[src/rtl/amo_exec_unit_pkg.sv]
// Shared definitions for the AMO execute unit.
// Holds the RISC-V AMO funct5 codes, the store length encodings, the FSM
// state encoding and the latched-operation payload. No ports.
package amo_exec_unit_pkg;

  localparam int unsigned F5_W   = 5;
  localparam int unsigned WLEN_W = 2;

  // RISC-V AMO funct5 codes
  localparam logic [F5_W-1:0] F5_ADD  = 5'b00000;
  localparam logic [F5_W-1:0] F5_SWAP = 5'b00001;
  localparam logic [F5_W-1:0] F5_LR   = 5'b00010;
  localparam logic [F5_W-1:0] F5_SC   = 5'b00011;
  localparam logic [F5_W-1:0] F5_XOR  = 5'b00100;
  localparam logic [F5_W-1:0] F5_OR   = 5'b01000;
  localparam logic [F5_W-1:0] F5_AND  = 5'b01100;
  localparam logic [F5_W-1:0] F5_MIN  = 5'b10000;
  localparam logic [F5_W-1:0] F5_MAX  = 5'b10100;
  localparam logic [F5_W-1:0] F5_MINU = 5'b11000;
  localparam logic [F5_W-1:0] F5_MAXU = 5'b11100;

  // Store length encodings
  localparam logic [WLEN_W-1:0] WLEN_WORD  = 2'b10;
  localparam logic [WLEN_W-1:0] WLEN_DWORD = 2'b11;

  typedef enum logic [1:0] {
    ST_IDLE  = 2'd0,
    ST_READ  = 2'd1,
    ST_WRITE = 2'd2,
    ST_RESP  = 2'd3
  } state_e;

  // Operation fields latched at issue
  typedef struct packed {
    logic [F5_W-1:0] funct5;
    logic            is_word;
  } amo_op_t;

  function automatic logic [WLEN_W-1:0] wlen_of(input logic is_word);
    return is_word ? WLEN_WORD : WLEN_DWORD;
  endfunction

endpackage

[src/rtl/amo_exec_unit_if.sv]
// Bundle of the AMO issue, load-return, store-request and rd-return signals.
// master: upstream sequencer / memory / WB side (drives issue, rdata, wreq_ready).
// slave : the execute unit (drives store request, rd return and busy).
interface amo_exec_unit_if #(
  parameter int unsigned XLEN   = 64,
  parameter int unsigned AWIDTH = 32
);
  // Issue
  logic              start;
  logic [4:0]        funct5;
  logic              is_word;
  logic [AWIDTH-1:0] addr;
  logic [XLEN-1:0]   rs2;
  logic              sc_fail;
  logic              cancel;
  // Load return
  logic              rdata_valid;
  logic [XLEN-1:0]   rdata;
  // Store port
  logic              wreq_valid;
  logic              wreq_ready;
  logic [AWIDTH-1:0] waddr;
  logic [XLEN-1:0]   wdata;
  logic [1:0]        wlen;
  // WB
  logic              rd_valid;
  logic [XLEN-1:0]   rd_data;
  logic              busy;

  modport master (
    output start, funct5, is_word, addr, rs2, sc_fail, cancel,
    output rdata_valid, rdata, wreq_ready,
    input  wreq_valid, waddr, wdata, wlen, rd_valid, rd_data, busy
  );

  modport slave (
    input  start, funct5, is_word, addr, rs2, sc_fail, cancel,
    input  rdata_valid, rdata, wreq_ready,
    output wreq_valid, waddr, wdata, wlen, rd_valid, rd_data, busy
  );
endinterface

[src/rtl/amo_exec_unit_alu.sv]
// Combinational AMO result f(old, rs2, funct5, is_word).
// Ports: old_i (memory value), rs2_i (operand), funct5_i, is_word_i,
//        result_c_o (store data; upper 32 bits zero for word ops).
module amo_exec_unit_alu
  import amo_exec_unit_pkg::*;
#(
  parameter int unsigned XLEN = 64
) (
  input  logic [XLEN-1:0] old_i,
  input  logic [XLEN-1:0] rs2_i,
  input  logic [F5_W-1:0] funct5_i,
  input  logic            is_word_i,
  output logic [XLEN-1:0] result_c_o
);

  logic            word;
  logic [XLEN-1:0] a_s, b_s, a_u, b_u, res;
  logic            s_lt, u_lt;

  // Word ops: sign-extend for signed compare, zero-extend for unsigned;
  // the low 32 bits of any result are then identical to a 32-bit datapath.
  always_comb begin
    word = (XLEN == 32) || is_word_i;
    a_s  = old_i;
    b_s  = rs2_i;
    a_u  = old_i;
    b_u  = rs2_i;
    if (word) begin
      a_s = XLEN'($signed(old_i[31:0]));
      b_s = XLEN'($signed(rs2_i[31:0]));
      a_u = XLEN'(old_i[31:0]);
      b_u = XLEN'(rs2_i[31:0]);
    end
    s_lt = $signed(a_s) < $signed(b_s);
    u_lt = a_u < b_u;

    case (funct5_i)
      F5_ADD:  res = a_u + b_u;
      F5_SWAP: res = b_u;
      F5_XOR:  res = a_u ^ b_u;
      F5_OR:   res = a_u | b_u;
      F5_AND:  res = a_u & b_u;
      F5_MIN:  res = s_lt ? a_u : b_u;
      F5_MAX:  res = s_lt ? b_u : a_u;
      F5_MINU: res = u_lt ? a_u : b_u;
      F5_MAXU: res = u_lt ? b_u : a_u;
      default: res = b_u;
    endcase

    result_c_o = word ? (res & XLEN'(32'hFFFF_FFFF)) : res;
  end

endmodule

[src/rtl/amo_exec_unit.sv]
// AMO execute unit: captures the load return, computes the AMO result,
// issues one write-back store and returns the rd value.
// Ports: clk, rstn (synchronous, active-low), bus (amo_exec_unit_if.slave):
//   issue (start/funct5/is_word/addr/rs2/sc_fail/cancel), load return
//   (rdata_valid/rdata), store (wreq_*/waddr/wdata/wlen), rd_valid/rd_data, busy.
module amo_exec_unit
  import amo_exec_unit_pkg::*;
#(
  parameter int unsigned XLEN   = 64,
  parameter int unsigned AWIDTH = 32
) (
  input  logic           clk,
  input  logic           rstn,
  amo_exec_unit_if.slave bus
);

  state_e              state_q, state_d;
  amo_op_t             op_q, op_d;
  logic [XLEN-1:0]     rs2_q, rs2_d;
  logic [XLEN-1:0]     rd_pend_q, rd_pend_d;
  logic                wreq_valid_q, wreq_valid_d;
  logic [AWIDTH-1:0]   waddr_q, waddr_d;
  logic [XLEN-1:0]     wdata_q, wdata_d;
  logic [WLEN_W-1:0]   wlen_q, wlen_d;
  logic                rd_valid_q, rd_valid_d;
  logic [XLEN-1:0]     rd_data_q, rd_data_d;
  logic                busy_q, busy_d;

  logic                start_word_c;
  logic                word_c;
  logic [XLEN-1:0]     old_c;
  logic [XLEN-1:0]     alu_res_c;

  // Word handling is forced on a 32-bit datapath
  assign start_word_c = (XLEN == 32) || bus.is_word;
  assign word_c       = (XLEN == 32) || op_q.is_word;
  assign old_c        = word_c ? XLEN'($signed(bus.rdata[31:0])) : bus.rdata;

  amo_exec_unit_alu #(.XLEN(XLEN)) u_amo_alu (
    .old_i      (old_c),
    .rs2_i      (rs2_q),
    .funct5_i   (op_q.funct5),
    .is_word_i  (word_c),
    .result_c_o (alu_res_c)
  );

  // Next-state and registered-output logic
  always_comb begin
    state_d      = state_q;
    op_d         = op_q;
    rs2_d        = rs2_q;
    rd_pend_d    = rd_pend_q;
    wreq_valid_d = wreq_valid_q;
    waddr_d      = waddr_q;
    wdata_d      = wdata_q;
    wlen_d       = wlen_q;
    rd_valid_d   = 1'b0;
    rd_data_d    = rd_data_q;

    case (state_q)
      ST_IDLE: begin
        if (bus.start) begin
          op_d    = '{funct5: bus.funct5, is_word: bus.is_word};
          rs2_d   = bus.rs2;
          waddr_d = bus.addr;
          wlen_d  = wlen_of(start_word_c);
          if (bus.funct5 == F5_SC) begin
            if (bus.sc_fail) begin
              state_d    = ST_RESP;
              rd_valid_d = 1'b1;
              rd_data_d  = XLEN'(1);
            end else begin
              state_d      = ST_WRITE;
              wreq_valid_d = 1'b1;
              wdata_d      = start_word_c ? XLEN'(bus.rs2[31:0]) : bus.rs2;
              rd_pend_d    = '0;
            end
          end else begin
            state_d = ST_READ;
          end
        end
      end

      // cancel has priority over a same-cycle load return
      ST_READ: begin
        if (bus.cancel) begin
          state_d = ST_IDLE;
        end else if (bus.rdata_valid) begin
          rd_pend_d = old_c;
          if (op_q.funct5 == F5_LR) begin
            state_d    = ST_RESP;
            rd_valid_d = 1'b1;
            rd_data_d  = old_c;
          end else begin
            state_d      = ST_WRITE;
            wreq_valid_d = 1'b1;
            wdata_d      = alu_res_c;
          end
        end
      end

      // Committed: cancel no longer has any effect
      ST_WRITE: begin
        if (bus.wreq_ready) begin
          state_d      = ST_RESP;
          wreq_valid_d = 1'b0;
          rd_valid_d   = 1'b1;
          rd_data_d    = rd_pend_q;
        end
      end

      ST_RESP: begin
        state_d = ST_IDLE;
      end

      default: begin
        state_d = ST_IDLE;
      end
    endcase

    busy_d = (state_d != ST_IDLE);
  end

  // State and holding registers
  always_ff @(posedge clk) begin
    if (!rstn) begin
      state_q      <= ST_IDLE;
      op_q         <= '0;
      rs2_q        <= '0;
      rd_pend_q    <= '0;
      wreq_valid_q <= 1'b0;
      waddr_q      <= '0;
      wdata_q      <= '0;
      wlen_q       <= '0;
      rd_valid_q   <= 1'b0;
      rd_data_q    <= '0;
      busy_q       <= 1'b0;
    end else begin
      state_q      <= state_d;
      op_q         <= op_d;
      rs2_q        <= rs2_d;
      rd_pend_q    <= rd_pend_d;
      wreq_valid_q <= wreq_valid_d;
      waddr_q      <= waddr_d;
      wdata_q      <= wdata_d;
      wlen_q       <= wlen_d;
      rd_valid_q   <= rd_valid_d;
      rd_data_q    <= rd_data_d;
      busy_q       <= busy_d;
    end
  end

  assign bus.wreq_valid = wreq_valid_q;
  assign bus.waddr      = waddr_q;
  assign bus.wdata      = wdata_q;
  assign bus.wlen       = wlen_q;
  assign bus.rd_valid   = rd_valid_q;
  assign bus.rd_data    = rd_data_q;
  assign bus.busy       = busy_q;

endmodule
[src/flat_wrapper.sv]
// flat-port wrapper written by rule: the top's interface ports become plain ports
module amo_exec_unit_flat import amo_exec_unit_pkg::*;
#(
  parameter int unsigned XLEN   = 64,
  parameter int unsigned AWIDTH = 32
)
  (clk, rstn, bus_start, bus_funct5, bus_is_word, bus_addr, bus_rs2, bus_sc_fail, bus_cancel, bus_rdata_valid, bus_rdata, bus_wreq_ready, bus_wreq_valid, bus_waddr, bus_wdata, bus_wlen, bus_rd_valid, bus_rd_data, bus_busy);
  amo_exec_unit_if #(.XLEN(XLEN), .AWIDTH(AWIDTH)) bus_i ();
  input  logic clk;
  input  logic rstn;
  input wire logic [$bits(bus_i.start)-1:0] bus_start;
  input wire logic [$bits(bus_i.funct5)-1:0] bus_funct5;
  input wire logic [$bits(bus_i.is_word)-1:0] bus_is_word;
  input wire logic [$bits(bus_i.addr)-1:0] bus_addr;
  input wire logic [$bits(bus_i.rs2)-1:0] bus_rs2;
  input wire logic [$bits(bus_i.sc_fail)-1:0] bus_sc_fail;
  input wire logic [$bits(bus_i.cancel)-1:0] bus_cancel;
  input wire logic [$bits(bus_i.rdata_valid)-1:0] bus_rdata_valid;
  input wire logic [$bits(bus_i.rdata)-1:0] bus_rdata;
  input wire logic [$bits(bus_i.wreq_ready)-1:0] bus_wreq_ready;
  output wire logic [$bits(bus_i.wreq_valid)-1:0] bus_wreq_valid;
  output wire logic [$bits(bus_i.waddr)-1:0] bus_waddr;
  output wire logic [$bits(bus_i.wdata)-1:0] bus_wdata;
  output wire logic [$bits(bus_i.wlen)-1:0] bus_wlen;
  output wire logic [$bits(bus_i.rd_valid)-1:0] bus_rd_valid;
  output wire logic [$bits(bus_i.rd_data)-1:0] bus_rd_data;
  output wire logic [$bits(bus_i.busy)-1:0] bus_busy;
  assign bus_i.start = bus_start;
  assign bus_i.funct5 = bus_funct5;
  assign bus_i.is_word = bus_is_word;
  assign bus_i.addr = bus_addr;
  assign bus_i.rs2 = bus_rs2;
  assign bus_i.sc_fail = bus_sc_fail;
  assign bus_i.cancel = bus_cancel;
  assign bus_i.rdata_valid = bus_rdata_valid;
  assign bus_i.rdata = bus_rdata;
  assign bus_i.wreq_ready = bus_wreq_ready;
  assign bus_wreq_valid = bus_i.wreq_valid;
  assign bus_waddr = bus_i.waddr;
  assign bus_wdata = bus_i.wdata;
  assign bus_wlen = bus_i.wlen;
  assign bus_rd_valid = bus_i.rd_valid;
  assign bus_rd_data = bus_i.rd_data;
  assign bus_busy = bus_i.busy;
  amo_exec_unit #(.XLEN(XLEN), .AWIDTH(AWIDTH)) u_core (.clk(clk), .rstn(rstn), .bus(bus_i));
endmodule
[config.mk]
export PLATFORM = sky130hd
export DESIGN_NAME = amo_exec_unit_flat
export DESIGN_NICKNAME = d
export VERILOG_FILES = /design/src/rtl/amo_exec_unit_pkg.sv /design/src/rtl/amo_exec_unit_if.sv /design/src/rtl/amo_exec_unit_alu.sv /design/src/rtl/amo_exec_unit.sv /design/src/flat_wrapper.sv
export SDC_FILE = /design/constraint.sdc
export NUM_CORES = 1
export LEC_CHECK = 0
export ABC_CLOCK_PERIOD_IN_PS = 7000
export CAP_MARGIN = 5
export CORE_MARGIN = 2
export CORE_UTILIZATION = 50
export CTS_CLUSTER_DIAMETER = 100
export DETAILED_ROUTE_END_ITERATION = 10
export GPL_TIMING_DRIVEN = 0
export PLACE_DENSITY = 0.74
export SLEW_MARGIN = 30
export SYNTH_ARGS = -nofsm -noshare
export SYNTH_HDL_FRONTEND = slang
export SYNTH_HIERARCHICAL = 1
export SYNTH_SLANG_ARGS = --single-unit
[constraint.sdc]
create_clock -name clk -period 7 [get_ports clk]
set_clock_uncertainty 0.05 [all_clocks]
set_input_delay 1.75 -clock clk [delete_from_list [all_inputs] [get_ports clk]]
set_output_delay 1.75 -clock clk [all_outputs]
set_load 0.02 [all_outputs]
-- Word level (Yosys, flattened, before mapping)
Index checks and enable logic that the tools add are counted.
Widths: inputs -> output; s select.
- register bits after elaboration: 301
- input port bits: 173
- add/sub/neg operators: 1
- magnitude comparators: 2
- equality and inequality tests: 21
- mux-type cells: 58
- bitwise gates (word level): 3
- reduce and logical (&&, ||, !) cells: 10
- operator list (operator ; number):
    $mux 64 ; 29
    $pmux 64 s8 ; 1
    $pmux 64 s2 ; 2
    $pmux 64 s3 ; 1
    $lt 64x64->1 ; 2
    $add 64x64->64 ; 1
    $and 64x64->64 ; 1
    $or 64x64->64 ; 1
    $xor 64x64->64 ; 1
    $eq 5x5->1 const B ; 4
    $mux 1 ; 17
    $reduce_and 8->1 ; 2
    $ne 2x2->1 const B ; 7
    $eq 5x2->1 const B ; 2
    $eq 5x4->1 const B ; 2
    $mux 2 ; 5
    $pmux 2 s4 ; 1
    $reduce_and 7->1 ; 1
    $pmux 1 s3 ; 2
    $reduce_and 6->1 ; 1
    $eq 5x3->1 const B ; 1
    $logic_not 5->1 ; 1
    $eq 2x2->1 const B ; 2
    $ne 2x1->1 const B ; 2
    5 further kinds ; 6

-- Logic depth before layout (Yosys ltp)
- depth in word-level cells: 10
- gate-level depth with buffers: 26

-- Hierarchy
Netlist, hierarchy kept.
- modules (own cells, without submodules) (module ; instances ; cells each ; area each (sq um) ; sequential area each (sq um)):
    amo_exec_unit ; 1 ; 1411 ; 13076.3 ; 6025.8
    amo_exec_unit_alu ; 1 ; 1726 ; 11018.1 ; 0.0

-- Worst setup path before layout
OpenSTA, ideal clock, no wires.
- path type: input to register
- from: input port bus_rdata[31]
- to: register u_core.wdata_q[63], in the netlist u_core/bus.wdata[63]
- setup time: 0.119 ns
- data arrival time: 5.497 ns
- data required time: 6.831 ns
- setup slack: 1.334 ns
- stages on the path: 19
- path through: clkbuf_1 > mux2_2 > nor2b_1 > inv_1 > nand2_1 > ha_1 > nand4_1 > or2_2 > nor4_1 > a211oi_1 > o21a_1 > nor2_8 > xnor2_1 > o21ai_4 > a221o_1 > a211oi_1 > o22ai_1 > mux2_2 > o221a_2
- word-level cells in the longest chain between the ends: 10
- elaborated cells on any way between the ends: 19
- classes of those cells: 1 x add/sub; 2 x order compare; 13 x mux; 3 x bitwise
- ends and longest elaborated chain (element ; line ; RTL):
    start: declaration ; flat_wrapper.sv:19 ; input wire logic [$bits(bus_i.rdata)-1:0] bus_rdata;
    $mux 64 * ; amo_exec_unit.sv:37 ; assign old_c = word_c ? XLEN'($signed(bus.rdata[31:0])) : bus.rdata;
    via u_core.old_c[60] ; amo_exec_unit.sv:31 ; logic [XLEN-1:0] old_c;
    $mux 64 ; amo_exec_unit_alu.sv:28 ; if (word) begin
    $lt 64x64->1, on equally long branches ; amo_exec_unit_alu.sv:35, amo_exec_unit_alu.sv:34 ;
    $mux 64, on equally long branches ; n/a ;
    $pmux 64 s8 * ; amo_exec_unit_alu.sv:37 ; case (funct5_i)
    $mux 64 * ; amo_exec_unit_alu.sv:50 ; result_c_o = word ? (res & XLEN'(32'hFFFF_FFFF)) : res;
    via u_core.alu_res_c[63] ; amo_exec_unit.sv:32 ; logic [XLEN-1:0] alu_res_c;
    $mux 64 * ; amo_exec_unit.sv:90 ; if (op_q.funct5 == F5_LR) begin
    $mux 64 * ; amo_exec_unit.sv:88 ; end else if (bus.rdata_valid) begin
    $mux 64 * ; amo_exec_unit.sv:86 ; if (bus.cancel) begin
    $pmux 64 s2 * ; amo_exec_unit.sv:60 ; case (state_q)
    end signal: assignment ; amo_exec_unit.sv:145 ; wdata_q <= wdata_d;
    end: declaration ; amo_exec_unit.sv:23 ; logic [XLEN-1:0] wdata_q, wdata_d;
Mark *: on every way through the listed nets, which the timed path passes. The rest lies on a longest branch. The select of a mux whose other input is x is not followed.
A chain may end at the register's enable or synchronous reset.

-- Worst setup path after layout
- from: input port bus_rdata[31]
- to: register u_core.wdata_q[37], in the netlist u_core/bus.wdata[37]
Same word-level chain as after synthesis.

==> results.md <==
- Crit-path slowest cell: or4_1
- Worst Path Arrival: 7.51 ns
- DPL Wire Length: 87000 um
- Fin crit share: 1.01
- Area added between synthesis and finish: 22.7%
- H-tree depth: 2
- Static Leak: 12.3 nW
- Slew @ Worst Pin: 1.23 ns
- Mapped Cells: 3137
- Synth Flop Type: dfxtp_1
- Antenna violations before repair: 12
- Post-Layout Cell Count: 4158
- Worst vdd ir: 0.271 mV
- Syn Area/Cell: 7.68 um2
- Simple-Gate Fraction of Synth Area: 0.179
- First-pass GRT wire length: 162000 um
- Cell with the most instances after synthesis: nand2_1
- Post-synthesis xor/xnor area fraction: 0.0221
- Global Route Usage Sum: 0.433
- Unrepaired setup endpoints after global routing: yes
- Core Footprint: 47600 um2
- CTS tree: done
- Worst rel slew slack: 0.178
- Worst hold-check path type: reg2reg
- IO Pins: 338
- Final WL: 113000 um
- Cell taking the most area after synthesis: dfxtp_1
- Initial Util: 0.506
- Outcome: complete, but fails checks
- Placed Cells: 4088
- DRC: 0
- Routed wire per std cell: 27.2 um
- TritonCTS Sinks: 301
- EDFF count, synth: 0
- Yosys cell types: 92
- Critical-path cell list: clkdlybuf4s18_2 > clkbuf_2 > mux2_2 > nand2_1 > ha_1 > clkbuf_1 > or4_1 > or3_1 > nor3_1 > a2111oi_0 > o211ai_1 > o21ai_4 > xor2_2 > o22ai_4 > buf_4 > nor2_1 > o21ai_1 > mux2_2 > o221a_1
- Pwr Density: 294 nW/um2
- Clk pin slew, worst setup/hold paths: 0.06 ns
- Slowest stage delay, CP: 0.61 ns
- Vias in the first global route: 25400
- Asr flop ratio synth: 0
- Failing checks: negative setup slack
- Input/output buffers: 336
- Vias: 26900
- Critical Path Fanout Max: 12
- Post-synth net total: 3534
- Main combinational cell family by area after synthesis: compound AO/OA/AOI/OAI gates
- Area contributors post-synth: dfxtp_1 (25%), ha_1 (12%), nand2_1 (8.0%), a21oi_1 (5.0%), a22o_1 (4.7%)
- Most frequent CP cell: mux2_2
- Crit path kind: in2reg
- Fmax: 142 MHz
- TritonCTS Buffers: 34
- Routability congestion estimate: 1.06
- Antenna Nets Post-Route: 0
- Die area: 50000 um2
- Setup ws final: -0.0651 ns
- Final Hold Fails: 0
- WP data required: 7.45 ns
- Synth Area in Compound Gates: 0.293
- Post-synthesis adder-cell area fraction: 0.117
- Post-Synthesis Cell Area: 24100 um2
- CP endpoint kind: flop
- Largest net degree at the start of global routing: 15
- Clk_lat worst skew: 0.57 ns
- Final Core Density: 0.620
- Final Critical Period: 7.07 ns
- Synth top area share: 0.250
- Layout cell share with drive strength beyond 1: 0.0828
- Max clock buf depth: 3
- #FFs+latches synth: 301
- Avg Vias per Cell: 6.46
- Post-synthesis mux area share: 0.0609
- Setup Viol. Count Final: 14
- Slew Limit Fails: 0
- Root buf cell: clkbuf_16
- Filler cells: 4110
- CP Launch Type: input pin
- DR iter-0 viols: 3320
- Sequential area share after synthesis: 0.250
- Max-cap violations: 0
- Final nets: 3909
- Core Rows: 80
- DR pass1 iterations: 8
- DIE WIDTH: 224 um
- Total gr overflow: 0
- YS warnings: 6
- Most instantiated cells after synthesis: nand2_1 (513), dfxtp_1 (301), a21oi_1 (243), ha_1 (223), nor2_1 (206)
- Die height: 224 um
cell usage in the layout, fill, tap and decap left out, types with 65 or more instances in the layout:
master	n
a22o_1	129
nand2_1	513
o21ai_0	135
dfxtp_1	301
nor2b_1	70
a21boi_0	108
a21oi_1	242
clkdlybuf4s50_1	335
mux2_2	65
ha_1	222
inv_1	197
clkbuf_1	142
nor2_1	202
mux2i_1	72
through the flow:
stage	TNS, ns	hold WS, ns	setup slack (ns)	area [um2]	power [W]
after floorplan	0	0.389	1.33	24100	0.00487
after global placement	-100.74	0.393	-2.06	28200	0.00652
after detailed placement	-100.35	0.403	-2.06	28300	0.00660
after CTS	0	0.413	0.000843	29500	0.00844
after global routing	-0.0562	0.424	-0.0530	29500	0.00896
final	-0.328	0.411	-0.0651	29600	0.00867
registers in the layout, summed over array words and instances, names as in the netlist:
| register | flops |
|---|---|
| u_core/bus.rd_data | 64 |
| u_core/bus.wlen | 2 |
| u_core/bus.rd_valid | 1 |
| u_core/rd_pend_q | 64 |
| u_core/op_q | 5 |
| u_core/bus.busy | 1 |
| u_core/bus.wreq_valid | 1 |
| u_core/rs2_q | 64 |
| u_core/word_c | 1 |
| u_core/bus.waddr | 32 |
| u_core/state_q | 2 |
| u_core/bus.wdata | 64 |
report_power, final:
group	internal, W	switching [W]	leakage [nW]
sequential	0.00193	0.000186	2.45
clock	0.00101	0.000782	0.554
combinational	0.00166	0.00310	9.32
total	0.00461	0.00407	12.3
metal layers:
| metal | routed length [um] | vias up | global-route usage |
|---|---|---|---|
| met4 | 5870 | 8 | 0.207 |
| met3 | 14900 | 360 | 0.140 |
| met1 | 45100 | 12700 | 0.563 |
| met5 | 55 | - | 0 |
| met2 | 46900 | 1885 | 0.646 |
| li1 | - | 11900 | - |
path summary, 6_finish.rpt:
kind,to,cells after the start,from,slack (ns)
min,u_core/bus.rd_data[19]$_SDFFE_PN0P_,2,u_core/bus.rd_data[19]$_SDFFE_PN0P_,0.41
min reg2reg,u_core/bus.rd_data[19]$_SDFFE_PN0P_,2,u_core/bus.rd_data[19]$_SDFFE_PN0P_,0.41
max,u_core/bus.wdata[37]$_SDFFE_PN0P_,19,bus_rdata[31],-0.07
max reg2reg,u_core/bus.wdata[12]$_SDFFE_PN0P_,25,u_core/word_c$_SDFFE_PN0P_,-0.05
kinds of logic (layout without fill, tap and decap cells):
family | Yosys count | in the layout
multiplexers | 138 | 138
AND/OR/NAND/NOR | 973 | 973
AO/OA/AOI/OAI | 994 | 994
flip-flops | 301 | 301
adder cells (fa/ha/maj) | 224 | 224
other | 0 | 5
buffers and inverters | 447 | 848
XOR/XNOR | 60 | 60
worst max-delay path: cells and delay by family:
family,cells,cell delay (ns)
AO/OA/AOI/OAI,6,1.68
XOR/XNOR,1,0.22
adder cells (fa/ha/maj),1,0.40
buffers and inverters,4,1.31
multiplexers,2,0.51
AND/OR/NAND/NOR,5,1.62
timing repair:
action / CTS / global route
endpoints found under the setup margin: 64 / 61
pin swaps: 3 / 3
hold buffers: 0 / 0
gates resized for setup: 25 / 27
setup buffers: 2 / 3
cell type report:
cell class	instances	area [um2]	area share
Sequential cell	301	6030	0.204
Antenna cell	5	12.5	0.000423
Buffer	247	1170	0.0395
Inverter	198	743	0.0251
Multi-Input combinational cell	2389	16300	0.552
Timing Repair Buffer	341	3410	0.115
Clock buffer	45	953	0.0323
Tap cell	615	769	0.0260
Clock inverter	17	158	0.00533
No activity file was read; power rests on OpenSTA's default activity.
